===== src/rtl/reg_arb_pkg.sv =====
// Shared types and width helpers for the register write arbiter and its picker.
package reg_arb_pkg;

  localparam int unsigned DEF_N_REQ      = 4;
  localparam int unsigned DEF_DATA_W     = 8;
  localparam int unsigned DEF_GAP_CYCLES = 0;
  localparam int unsigned DEF_CNT_W      = 16;
  localparam int unsigned GAP_W          = 4;

  typedef enum logic [1:0] {
    IDLE  = 2'd0,
    WRITE = 2'd1,
    GAP   = 2'd2
  } state_e;

  // Index width for a requester count; never below one bit.
  function automatic int unsigned idx_w(input int unsigned n);
    return (n <= 2) ? 1 : $clog2(n);
  endfunction

endpackage


===== src/rtl/rr_pick.sv =====
// Combinational round-robin picker: first set request at or above ptr, wrapping at N_REQ.
module rr_pick
  import reg_arb_pkg::*;
#(
  parameter int unsigned N_REQ = DEF_N_REQ,
  localparam int unsigned IDX_W = idx_w(N_REQ)
) (
  input  logic [N_REQ-1:0] req,
  input  logic [IDX_W-1:0] ptr,
  output logic [IDX_W-1:0] winner,
  output logic             any_valid
);

  logic [2*N_REQ-1:0] req2;
  logic [N_REQ-1:0]   rot;
  int unsigned        sum;

  // Rotate so bit 0 is the requester at ptr; the lowest set bit then wins.
  always_comb begin
    req2      = {req, req};
    rot       = N_REQ'(req2 >> ptr);
    winner    = '0;
    any_valid = 1'b0;
    sum       = 0;
    for (int i = N_REQ - 1; i >= 0; i--) begin
      if (rot[i]) begin
        sum = 32'(ptr) + 32'(i);
        if (sum >= N_REQ) sum = sum - N_REQ;
        winner    = IDX_W'(sum);
        any_valid = 1'b1;
      end
    end
  end

endmodule


===== src/rtl/reg_write_arbiter.sv =====
// Round-robin arbiter driving one shared enable-gated register, one registered write at a time.
module reg_write_arbiter
  import reg_arb_pkg::*;
#(
  parameter int unsigned N_REQ      = DEF_N_REQ,
  parameter int unsigned DATA_W     = DEF_DATA_W,
  parameter int unsigned GAP_CYCLES = DEF_GAP_CYCLES,
  parameter int unsigned CNT_W      = DEF_CNT_W,
  localparam int unsigned IDX_W     = idx_w(N_REQ)
) (
  input  logic                    i_clk,
  input  logic                    i_rst_n,
  input  logic [N_REQ-1:0]        i_req,
  input  logic [N_REQ*DATA_W-1:0] i_data,
  output logic [N_REQ-1:0]        o_gnt,
  output logic                    o_wr_en,
  output logic [DATA_W-1:0]       o_wr_data,
  output logic [IDX_W-1:0]        o_owner,
  output logic                    o_busy,
  output logic [CNT_W-1:0]        o_wr_cnt
);

  localparam logic [GAP_W-1:0] GAP_LOAD =
    (GAP_CYCLES > 0) ? GAP_W'(GAP_CYCLES - 1) : '0;

  state_e             state_q, state_d;
  logic [IDX_W-1:0]   ptr_q, ptr_d;
  logic [IDX_W-1:0]   winner_q, winner_d;
  logic [GAP_W-1:0]   gap_q, gap_d;
  logic [N_REQ-1:0]   gnt_d;
  logic               wr_en_d;
  logic [DATA_W-1:0]  wr_data_d;
  logic [IDX_W-1:0]   owner_d;
  logic               busy_d;
  logic [CNT_W-1:0]   cnt_d;

  logic [IDX_W-1:0]   pick;
  logic               pick_valid;
  logic [DATA_W-1:0]  pick_data;

  rr_pick #(.N_REQ(N_REQ)) u_rr_pick (
    .req       (i_req),
    .ptr       (ptr_q),
    .winner    (pick),
    .any_valid (pick_valid)
  );

  // Data mux for the selected requester.
  always_comb begin
    pick_data = '0;
    for (int k = 0; k < N_REQ; k++) begin
      if (pick == IDX_W'(k)) pick_data = i_data[k*DATA_W +: DATA_W];
    end
  end

  always_comb begin
    state_d   = state_q;
    ptr_d     = ptr_q;
    winner_d  = winner_q;
    gap_d     = gap_q;
    gnt_d     = '0;
    wr_en_d   = 1'b0;
    wr_data_d = o_wr_data;
    owner_d   = o_owner;
    busy_d    = 1'b0;
    cnt_d     = o_wr_cnt;
    case (state_q)
      IDLE: begin
        if (pick_valid) begin
          state_d   = WRITE;
          winner_d  = pick;
          gnt_d     = N_REQ'(1) << pick;
          wr_en_d   = 1'b1;
          wr_data_d = pick_data;
          busy_d    = 1'b1;
        end
      end
      WRITE: begin
        owner_d = winner_q;
        ptr_d   = (winner_q == IDX_W'(N_REQ - 1)) ? '0 : winner_q + IDX_W'(1);
        cnt_d   = o_wr_cnt + CNT_W'(1);
        if (GAP_CYCLES > 0) begin
          state_d = GAP;
          gap_d   = GAP_LOAD;
          busy_d  = 1'b1;
        end else begin
          state_d = IDLE;
        end
      end
      GAP: begin
        if (gap_q == '0) begin
          state_d = IDLE;
        end else begin
          gap_d  = gap_q - GAP_W'(1);
          busy_d = 1'b1;
        end
      end
      default: state_d = IDLE;
    endcase
  end

  always_ff @(posedge i_clk) begin
    if (!i_rst_n) begin
      state_q   <= IDLE;
      ptr_q     <= '0;
      winner_q  <= '0;
      gap_q     <= '0;
      o_gnt     <= '0;
      o_wr_en   <= 1'b0;
      o_wr_data <= '0;
      o_owner   <= '0;
      o_busy    <= 1'b0;
      o_wr_cnt  <= '0;
    end else begin
      state_q   <= state_d;
      ptr_q     <= ptr_d;
      winner_q  <= winner_d;
      gap_q     <= gap_d;
      o_gnt     <= gnt_d;
      o_wr_en   <= wr_en_d;
      o_wr_data <= wr_data_d;
      o_owner   <= owner_d;
      o_busy    <= busy_d;
      o_wr_cnt  <= cnt_d;
    end
  end

endmodule

===== config.mk =====
export PLATFORM = sky130hd
export DESIGN_NAME = reg_write_arbiter
export DESIGN_NICKNAME = d
export VERILOG_FILES = /design/src/rtl/reg_arb_pkg.sv /design/src/rtl/rr_pick.sv /design/src/rtl/reg_write_arbiter.sv
export SDC_FILE = /design/constraint.sdc
export NUM_CORES = 1
export LEC_CHECK = 0
export CORE_UTILIZATION = 35
export CTS_BUF_LIST = sky130_fd_sc_hd__clkbuf_8
export CTS_CLUSTER_DIAMETER = 100
export DETAILED_ROUTE_END_ITERATION = 16
export MAX_ROUTING_LAYER = met4
export PLACE_DENSITY = 0.67
export SYNTH_ARGS = -nofsm -noshare
export SYNTH_HDL_FRONTEND = slang
export SYNTH_SLANG_ARGS = --single-unit

===== constraint.sdc =====
create_clock -name i_clk -period 1.34 [get_ports i_clk]
set_input_delay 0.134 -clock i_clk [delete_from_list [all_inputs] [get_ports i_clk]]
set_output_delay 0.134 -clock i_clk [all_outputs]
set_load 0.02 [all_outputs]

==> metrics.txt, run 1 <==
setup TNS=-0.855 ns; met3 track demand over resource=5.00%; clock sink count=36; Nets=306; ordered cell list for the critical path=a21oi_2, o21ai_2, o2bb2a_4, buf_6, buf_16, mux2i_1, o221ai_1; H-tree level count=2; initial drt markers=64; commonest non-fill, non-tap cells in the layout=35 x clkdlybuf4s50_1, 33 x dlygate4sd2_1, 25 x dfxtp_1, 24 x mux2i_1, 22 x buf_4; worst path required time=1.50 ns; worst skew pair latency=0.30 ns; vias in the first global route=1532; effective utilization at floorplan=36.3%; Max Cap Viol=0; Final Hold Vio Count=0; antenna violations before repair=0; Syn Inst Count=171; layout cells sized above 1=25.1%; worst-path fanout max=5; Post-Syn Area=1720 µm²; Die Span Y=72.0 µm; Mean Syn Cell Area=10.0 µm²; GRT Util Overall=18.5%; Max Freq=0.674 GHz; switch share=28.3%; CP startpoint kind=flop; FF+latch count, synth=36; Placer Congestion=0.782; pwr dens=901 nW/µm²; Setup Crit Path Kind=flop to flop; met1 usage in global routing=20.4%; largest net degree at the start of global routing=15; pins over their slew limit=0; Post-Layout Cell Count=334; number of cell rows=25; total CTS buffers=5; Post-CTS Hold Buffers=0; commonest non-fill, non-tap cell in the layout=clkdlybuf4s50_1; status=finished, violations left; drt drc=0; worst-margin pin slew=0.266 ns; Period Utilization, post-route=111%; I/O pin total=70; Int Pwr=1.83 mW; Die X=72.0 µm; final setup violation count=8; Area growth, synth to finish=64.7%; PortBufs=69; area of the multi-input gates=982 µm²; clock power share=30.5%; Max Root-Sink Buffers=2; Synth cell types=33; Ys Warns=0; sequential share of the synthesized area=42.0%; total gr overflow=0; crit-path max cell delay=0.36 ns; Final ANT Viol Nets=0; Reg area=749 µm²; CP max stage cell=dfxtp_4; Max-slew headroom=82.2%; DRT Wirelength=4.34 mm; routed vias/inst=4.62; busiest grt layer=met2; Synthesized Nets=211; clock-pin slew on the worst setup and hold paths=0.07 ns; DP HPWL=2.96 mm; min Tclk post-route=1.48 ns; root buf cell=clkbuf_8; GRT met2 Usage=31.6%; crit path DAT=1.65 ns; n_diodes=0; RSZ-0062 raised after global routing=true; failing checks=setup timing; Hold Path Class=flop to flop; Psw=0.721 mW; worst setup margin=-0.144 ns; WL/cell=13.0 µm; core box area=4720 µm²; LEAKAGE=1.28 nW; Via Count=1544; FILL cells=432; die area=5190 µm²; placed instance count=318; clk_skew=0.00809 ns; CTS tree=yes; Logic pwr share=23.7%; Reg power frac=45.8%; 1st-pass router iterations=2; global-route wire length before repair=7.04 mm; CP Capture Type=flop; Max VDD drop=566 µV
power groups by stage:
| stage | sequential [mW] | combinational (mW) | clock (mW) |
|---|---|---|---|
| 6_report | 1.17 | 0.605 | 0.776 |
| 2_1_floorplan | 1.25 | 0.216 | 0 |
| 3_3_place_gp | 1.20 | 0.569 | 0 |
| 3_5_place_dp | 1.19 | 0.575 | 0 |
| 5_1_grt | 1.18 | 0.645 | 0.862 |
| 4_1_cts | 1.17 | 0.609 | 0.805 |
cell type report:
type,count,share of cell area [%]
Timing Repair Buffer,96,32.1
Inverter,4,0.531
Clock inverter,3,0.664
Sequential cell,36,26.5
Multi-Input combinational cell,123,34.8
Tap cell,67,2.97
Clock buffer,5,2.44
final timing paths:
check                                  start      endpoint  slack [ns]  cells after the start
worst max-delay path                ptr_q[1]  o_wr_data[0]       -0.14                      7
worst min-delay path            o_wr_data[3]  o_wr_data[3]        0.46                      2
worst max register to register      ptr_q[1]  o_wr_data[0]       -0.14                      7
worst min register to register  o_wr_data[3]  o_wr_data[3]        0.46                      2
critical path, delay by kind of cell (launching register included):
kind                   cells  cell delay, ns
buffers and inverters      2            0.23
AO/OA/AOI/OAI              4            0.59
flip-flops                 1            0.36
multiplexers               1            0.18
synth_stat cells:
master,instances,area [µm²]
nand2b_1,1,6.26
buf_6,3,33.8
ha_1,2,25.0
nor3_1,1,5.00
nand4_4,2,42.5
and3_2,1,7.51
and4_4,1,11.3
buf_4,2,15.0
buf_1,1,3.75
o22ai_1,1,6.26
nand4_1,3,18.8
o21ai_0,4,20.0
nor2b_1,8,50.1
nor3_2,1,10.0
nand2_1,15,56.3
and3_4,1,11.3
mux2i_1,24,240
nor4_1,1,6.26
dfxtp_1,36,721
clkbuf_1,2,7.51
nand3_1,3,15.0
o221ai_1,8,70.1
inv_1,4,15.0
nor2_1,8,30.0
a21oi_1,3,15.0
xnor2_1,7,61.3
a21boi_0,2,15.0
o2bb2a_1,1,10.0
or3_1,3,18.8
and2_1,14,87.6
xor2_1,5,43.8
a21boi_1,2,15.0
nor4_4,1,21.3
flip-flops by register name, summed over array words and instances, names as in the netlist:
register and count:
o_wr_cnt 16, o_busy 1, o_gnt 4, ptr_q 2
state_q 1, o_wr_data 8, o_owner 2, winner_q 2
per-stage QoR:
stage	power, mW	hold slack [ns]	cell area, µm²	setup slack, ns	utilization (%)
2_1_floorplan	1.47	0.282	1740	-0.00428	-
3_3_place_gp	1.76	0.446	2640	-0.432	55.9
3_5_place_dp	1.77	0.449	2640	-0.472	55.9
4_1_cts	2.58	0.464	2800	-0.130	59.3
5_1_grt	2.68	0.491	2830	-0.221	59.8
6_report	2.55	0.459	2830	-0.144	59.8
what timing repair did:
item	in CTS	in global routing
cloned	2	0
endpoints found under the setup margin	44	21
setup buffers	5	3
hold endpoints to repair	0	0
pin swaps	8	11
resized for setup	46	11
routing by layer:
layer  vias to the layer above  part of all wire (%)
met5                         -                     0
met4                         0                   1.7
met3                         7                   3.3
met2                        36                    51
met1                       713                    44
li1                        788                     -
cells by family after synthesis:
family          synth area share, %
xor+xnor                       6.13
simple gates                   23.2
flops                          42.0
buf+inv                        4.38
mux                            14.0
fa+ha+maj                      1.46
compound gates                 8.83
Note: power is estimated with default switching activity, not from simulation.
==> inputs of run 2 (changes only) <==
--- a/config.mk
+++ b/config.mk
@@ -11,6 +11,8 @@
 export DETAILED_ROUTE_END_ITERATION = 16
 export MAX_ROUTING_LAYER = met4
 export PLACE_DENSITY = 0.67
+export SKIP_CTS_REPAIR_TIMING = 1
+export SLEW_MARGIN = 0
 export SYNTH_ARGS = -nofsm -noshare
 export SYNTH_HDL_FRONTEND = slang
 export SYNTH_SLANG_ARGS = --single-unit
==> run 2 against run 1 <==
  * The run still ends with setup timing left
  * Largest power group unchanged
  * Clock-buffer cell count is the same
  * First-iteration DRC count is 7.8% lower
  * Non-clock buffer count did not move
  * Critical path type unchanged
  * Register-to-register slack gained 0.04 ns
  * Sequential power about the same
  * Clock skew rose by 0.00096 ns
  * Design area rose by 5.3%
  * Via count increased by 0.84%
  * Power rose by 1.5%
  * Critical endpoint is now o_wr_data[6]
  * Clock power is essentially flat
==> metrics.txt, run 2 (synthesis gave the netlist of run 1 again) <==
DP Worst Slack=-0.472 ns; commonest non-fill, non-tap cells in the layout=35 x clkdlybuf4s50_1, 34 x dlymetal6s2s_1, 25 x dfxtp_1, 24 x mux2i_1, 20 x buf_4; CTS tree=yes; hold_sp=o_wr_data[3]; min Tclk post-route=1.45 ns; Final Hold Vio Count=0; DP HPWL=2.96 mm; RSZ-0062 raised after global routing=true; Nets=306; Max VDD drop=528 µV; clock-pin slew on the worst setup and hold paths=0.07 ns; layout cells sized above 1=23.6%; Setup Crit Path Kind=flop to flop; Max Cap Viol=0; CP top delay family=compound AO/OA/AOI/OAI gates; Layout Cell Area excl Fill=2970 µm²; WL/cell=13.2 µm; number of cell rows=25; largest net degree at the start of global routing=21; commonest non-fill, non-tap cell in the layout=clkdlybuf4s50_1; I/O pin total=70; final setup violation count=8; 1st-pass router iterations=4; worst skew pair latency=0.30 ns; Largest register FFs=16; GRT Util Overall=17.0%; Final ANT Viol Nets=0; failing checks=setup timing; Max Freq=0.691 GHz; Placer Congestion=0.782; clk_skew=0.00905 ns; Final Power=2.59 mW; initial drt markers=59; core box area=4720 µm²; worst-path fanout max=5; pins over their slew limit=0; Max Root-Sink Buffers=2; effective utilization at floorplan=36.3%; fin util=63.0%; H-tree level count=2; Via Count=1557; ordered cell list for the critical path=a21oi_2, o21ai_2, o2bb2a_4, buf_12, mux2i_1, o221ai_1; Placed Area=2640 µm²; Die Span Y=72.0 µm; root buf cell=clkbuf_8; total gr overflow=0; crit-path max cell delay=0.36 ns; CP bufs+invs=1; PortBufs=69; worst setup margin=-0.106 ns; antenna violations before repair=0; Period Utilization, post-route=108%; worst path required time=1.50 ns; Largest regs=o_wr_cnt: 16 flops, o_wr_data: 8 flops, o_gnt: 4 flops; CP max stage cell=dfxtp_4; routed vias/inst=4.66; pwr dens=869 nW/µm²; Reg-to-Reg Start=ptr_q[1]; DRT Wirelength=4.41 mm; hold_ws=0.460 ns; LEAKAGE=1.73 nW; die area=5190 µm²; total CTS buffers=5; placed instance count=318; CP startpoint=ptr_q[1]; Biggest register=o_wr_cnt; worst-margin pin slew=0.291 ns; CP startpoint kind=flop; Max-slew headroom=80.5%; Die X=72.0 µm; setup TNS=-0.668 ns; vias in the first global route=1458; global-route wire length before repair=6.49 mm; status=finished, violations left; Post-Layout Cell Count=334; drt drc=0; n_diodes=0; FILL cells=403; crit path DAT=1.61 ns; CP Capture Type=flop; Area growth, synth to finish=73.4%; Hold Path Class=flop to flop; clock sink count=36
run 2: layer usage:
metal	GRT usage, %	share of wire, %	wire length (µm)
met1	19.5	43	1890
met2	27.6	50	2220
met3	5.00	4.2	184
met4	7.84	2.7	121
met5	-	0	0
run 2: layout make-up:
type	count	area (µm²)	share of cell area [%]
Sequential cell	36	754	25.4
Inverter	4	15.0	0.505
Timing Repair Buffer	96	1060	35.6
Multi-Input combinational cell	123	975	32.8
Tap cell	67	83.8	2.82
Clock inverter	3	18.8	0.631
Clock buffer	5	68.8	2.31
run 2: worst min-delay path: cells and delay by family (launching register included):
kind,cells,cell delay (ns)
AO/OA/AOI/OAI,1,0.06
flip-flops,1,0.32
AND/OR/NAND/NOR,1,0.05
run 2: path summary, 6_finish.rpt:
path | slack, ns | depth (start not counted) | to
worst max-delay path | -0.11 | 6 | o_wr_data[6]
worst min-delay path | 0.46 | 2 | o_wr_data[3]
worst max register to register | -0.11 | 6 | o_wr_data[6]
worst min register to register | 0.46 | 2 | o_wr_data[3]
run 2: power breakdown:
group | switching, mW | total, mW | internal, mW
sequential | 0.0423 | 1.17 | 1.12
clock | 0.415 | 0.777 | 0.362
combinational | 0.261 | 0.642 | 0.381
==> inputs of run 3 (changes only) <==
--- a/config.mk
+++ b/config.mk
@@ -5,12 +5,11 @@
 export SDC_FILE = /design/constraint.sdc
 export NUM_CORES = 1
 export LEC_CHECK = 0
-export CORE_UTILIZATION = 35
+export CORE_UTILIZATION = 40
 export CTS_BUF_LIST = sky130_fd_sc_hd__clkbuf_8
-export CTS_CLUSTER_DIAMETER = 100
 export DETAILED_ROUTE_END_ITERATION = 16
 export MAX_ROUTING_LAYER = met4
-export PLACE_DENSITY = 0.67
+export PLACE_DENSITY = 0.75
 export SKIP_CTS_REPAIR_TIMING = 1
 export SLEW_MARGIN = 0
 export SYNTH_ARGS = -nofsm -noshare
==> run 3 against run 2 <==
  * The run still ends with setup timing left
  * Core utilization increased by 9.7 points
  * Final cell count decreased by 5.1%
  * Critical endpoint is now o_wr_data[0]
  * Sequential power about the same
  * Combinational power increased by 3%
  * Critical path type unchanged
==> metrics.txt, run 3 (synthesis gave the netlist of run 1 again) <==
I/O pin total=70; clk_skew=0.00428 ns; drt drc=0; worst path required time=1.49 ns; Largest regs=o_wr_cnt: 16 flops, o_wr_data: 8 flops, o_gnt: 4 flops; routed vias/inst=4.87; Largest register FFs=16; LEAKAGE=1.72 nW; Hold Path Class=primary input to flop; hold_sp=i_req[2]; antenna violations before repair=0; root buf cell=clkbuf_8; total gr overflow=0; Area growth, synth to finish=72.0%; n_diodes=0; H-tree level count=2; Max Freq=0.691 GHz; total CTS buffers=5; Nets=306; Via Count=1544; CP bufs+invs=1; effective utilization at floorplan=42.3%; worst-path fanout max=6; ordered cell list for the critical path=a21oi_4, o21ai_2, o2bb2a_4, clkbuf_16, mux2i_2, o221ai_1; DP Worst Slack=-0.474 ns; switch share=27.0%; Psw=0.689 mW; clock-pin slew on the worst setup and hold paths=0.07 ns; 1st-pass router iterations=4; placed instance count=302; Max Root-Sink Buffers=2; Die Span Y=67.5 µm; status=finished, violations left; Die X=67.5 µm; Placer Congestion=0.827; Placed Area=2610 µm²; Max VDD drop=613 µV; clock sink count=36; RSZ-0062 raised after global routing=true; Final ANT Viol Nets=0; Reg2Reg Setup Slack=-0.11 ns; global-route wire length before repair=5.98 mm; pins over their slew limit=0; crit-path max cell delay=0.38 ns; Int Pwr=1.86 mW; commonest non-fill, non-tap cell in the layout=dlymetal6s2s_1; worst skew pair latency=0.28 ns; crit path DAT=1.60 ns; WL/cell=13.4 µm; CP Capture Type=flop; pwr dens=865 nW/µm²; failing checks=setup timing; die area=4550 µm²; PortBufs=69; CP max stage cell=dfxtp_4; min Tclk post-route=1.45 ns; Biggest register=o_wr_cnt; worst setup margin=-0.106 ns; worst flop-to-flop path endpoint=o_wr_data[0]; Worst Hold End=o_gnt[1]; layout cells sized above 1=24.7%; Reg-to-Reg Start=ptr_q[1]; Post-Layout Cell Count=317; largest net degree at the start of global routing=24; setup TNS=-0.760 ns; CTS tree=yes; Reg power frac=45.6%; DP HPWL=3.02 mm; Final Hold Vio Count=0; final setup violation count=9; core box area=4060 µm²; hold path depth=5; number of cell rows=23; Max Cap Viol=0; Logic pwr share=25.8%; Setup Crit Path Kind=flop to flop; GRT Util Overall=18.2%; Max-slew headroom=80.3%; CP startpoint kind=flop; R2R cell count=6; vias in the first global route=1307; clock power share=28.6%; Period Utilization, post-route=108%; Layout Cell Area excl Fill=2950 µm²; worst-margin pin slew=0.295 ns; initial drt markers=66; DRT Wirelength=4.25 mm; CP top delay family=compound AO/OA/AOI/OAI gates; hold_ws=0.424 ns; commonest non-fill, non-tap cells in the layout=35 x dlymetal6s2s_1, 34 x clkdlybuf4s50_1, 25 x dfxtp_1, 21 x buf_4, 20 x mux2i_1
-- run 3: stage by stage --
| stage | total power, mW | utilization (%) |
|---|---|---|
| floorplan | 1.47 | - |
| global placement | 1.76 | 64.4 |
| detailed placement | 1.77 | 64.4 |
| CTS | 2.50 | 66.4 |
| global route | 2.67 | 72.7 |
| finish | 2.55 | 72.7 |
-- run 3: layout make-up --
type	count	area, µm²
Fill cell	289	1110
Timing Repair Buffer	96	1050
Multi-Input combinational cell	123	995
Sequential cell	36	747
Clock buffer	5	68.8
Tap cell	50	62.6
Inverter	4	15.0
Clock inverter	3	13.8
-- run 3: worst max-delay path by stage --
stage	start	end	slack, ns	cells after the start
final	ptr_q[1]	o_wr_data[0]	-0.11	6
after global routing	ptr_q[1]	o_wr_data[7]	-0.19	6
after CTS	o_wr_cnt[4]	o_wr_cnt[4]	-0.21	1
after detailed placement	i_req[0]	o_wr_data[2]	-0.47	7
after global placement	i_req[0]	o_wr_data[3]	-0.42	7
after floorplan	o_wr_cnt[5]	o_wr_cnt[15]	-0.004	5
-- run 3: power groups by stage --
stage                     Sequential, mW  Combinational [mW]  Clock (mW)
after global routing                1.17               0.702       0.799
after CTS                           1.16               0.584       0.748
final                               1.16               0.659       0.729
after floorplan                     1.25               0.216           0
after global placement              1.19               0.576           0
after detailed placement            1.19               0.583           0
-- run 3: layer usage --
metal	vias to the layer above	global-route usage (%)	share of wire, %
met2	31	28.0	51
met4	0	5.59	0.82
met5	-	-	0
met3	4	5.07	3.6
li1	787	-	-
met1	722	22.9	45
-- run 3: tightest hold or removal path, cell delays in order --
cell and delay, ns:
dlymetal6s2s_1 0.19, a21oi_2 0.11, nand2_2 0.08, buf_4 0.12
nor2_1 0.03
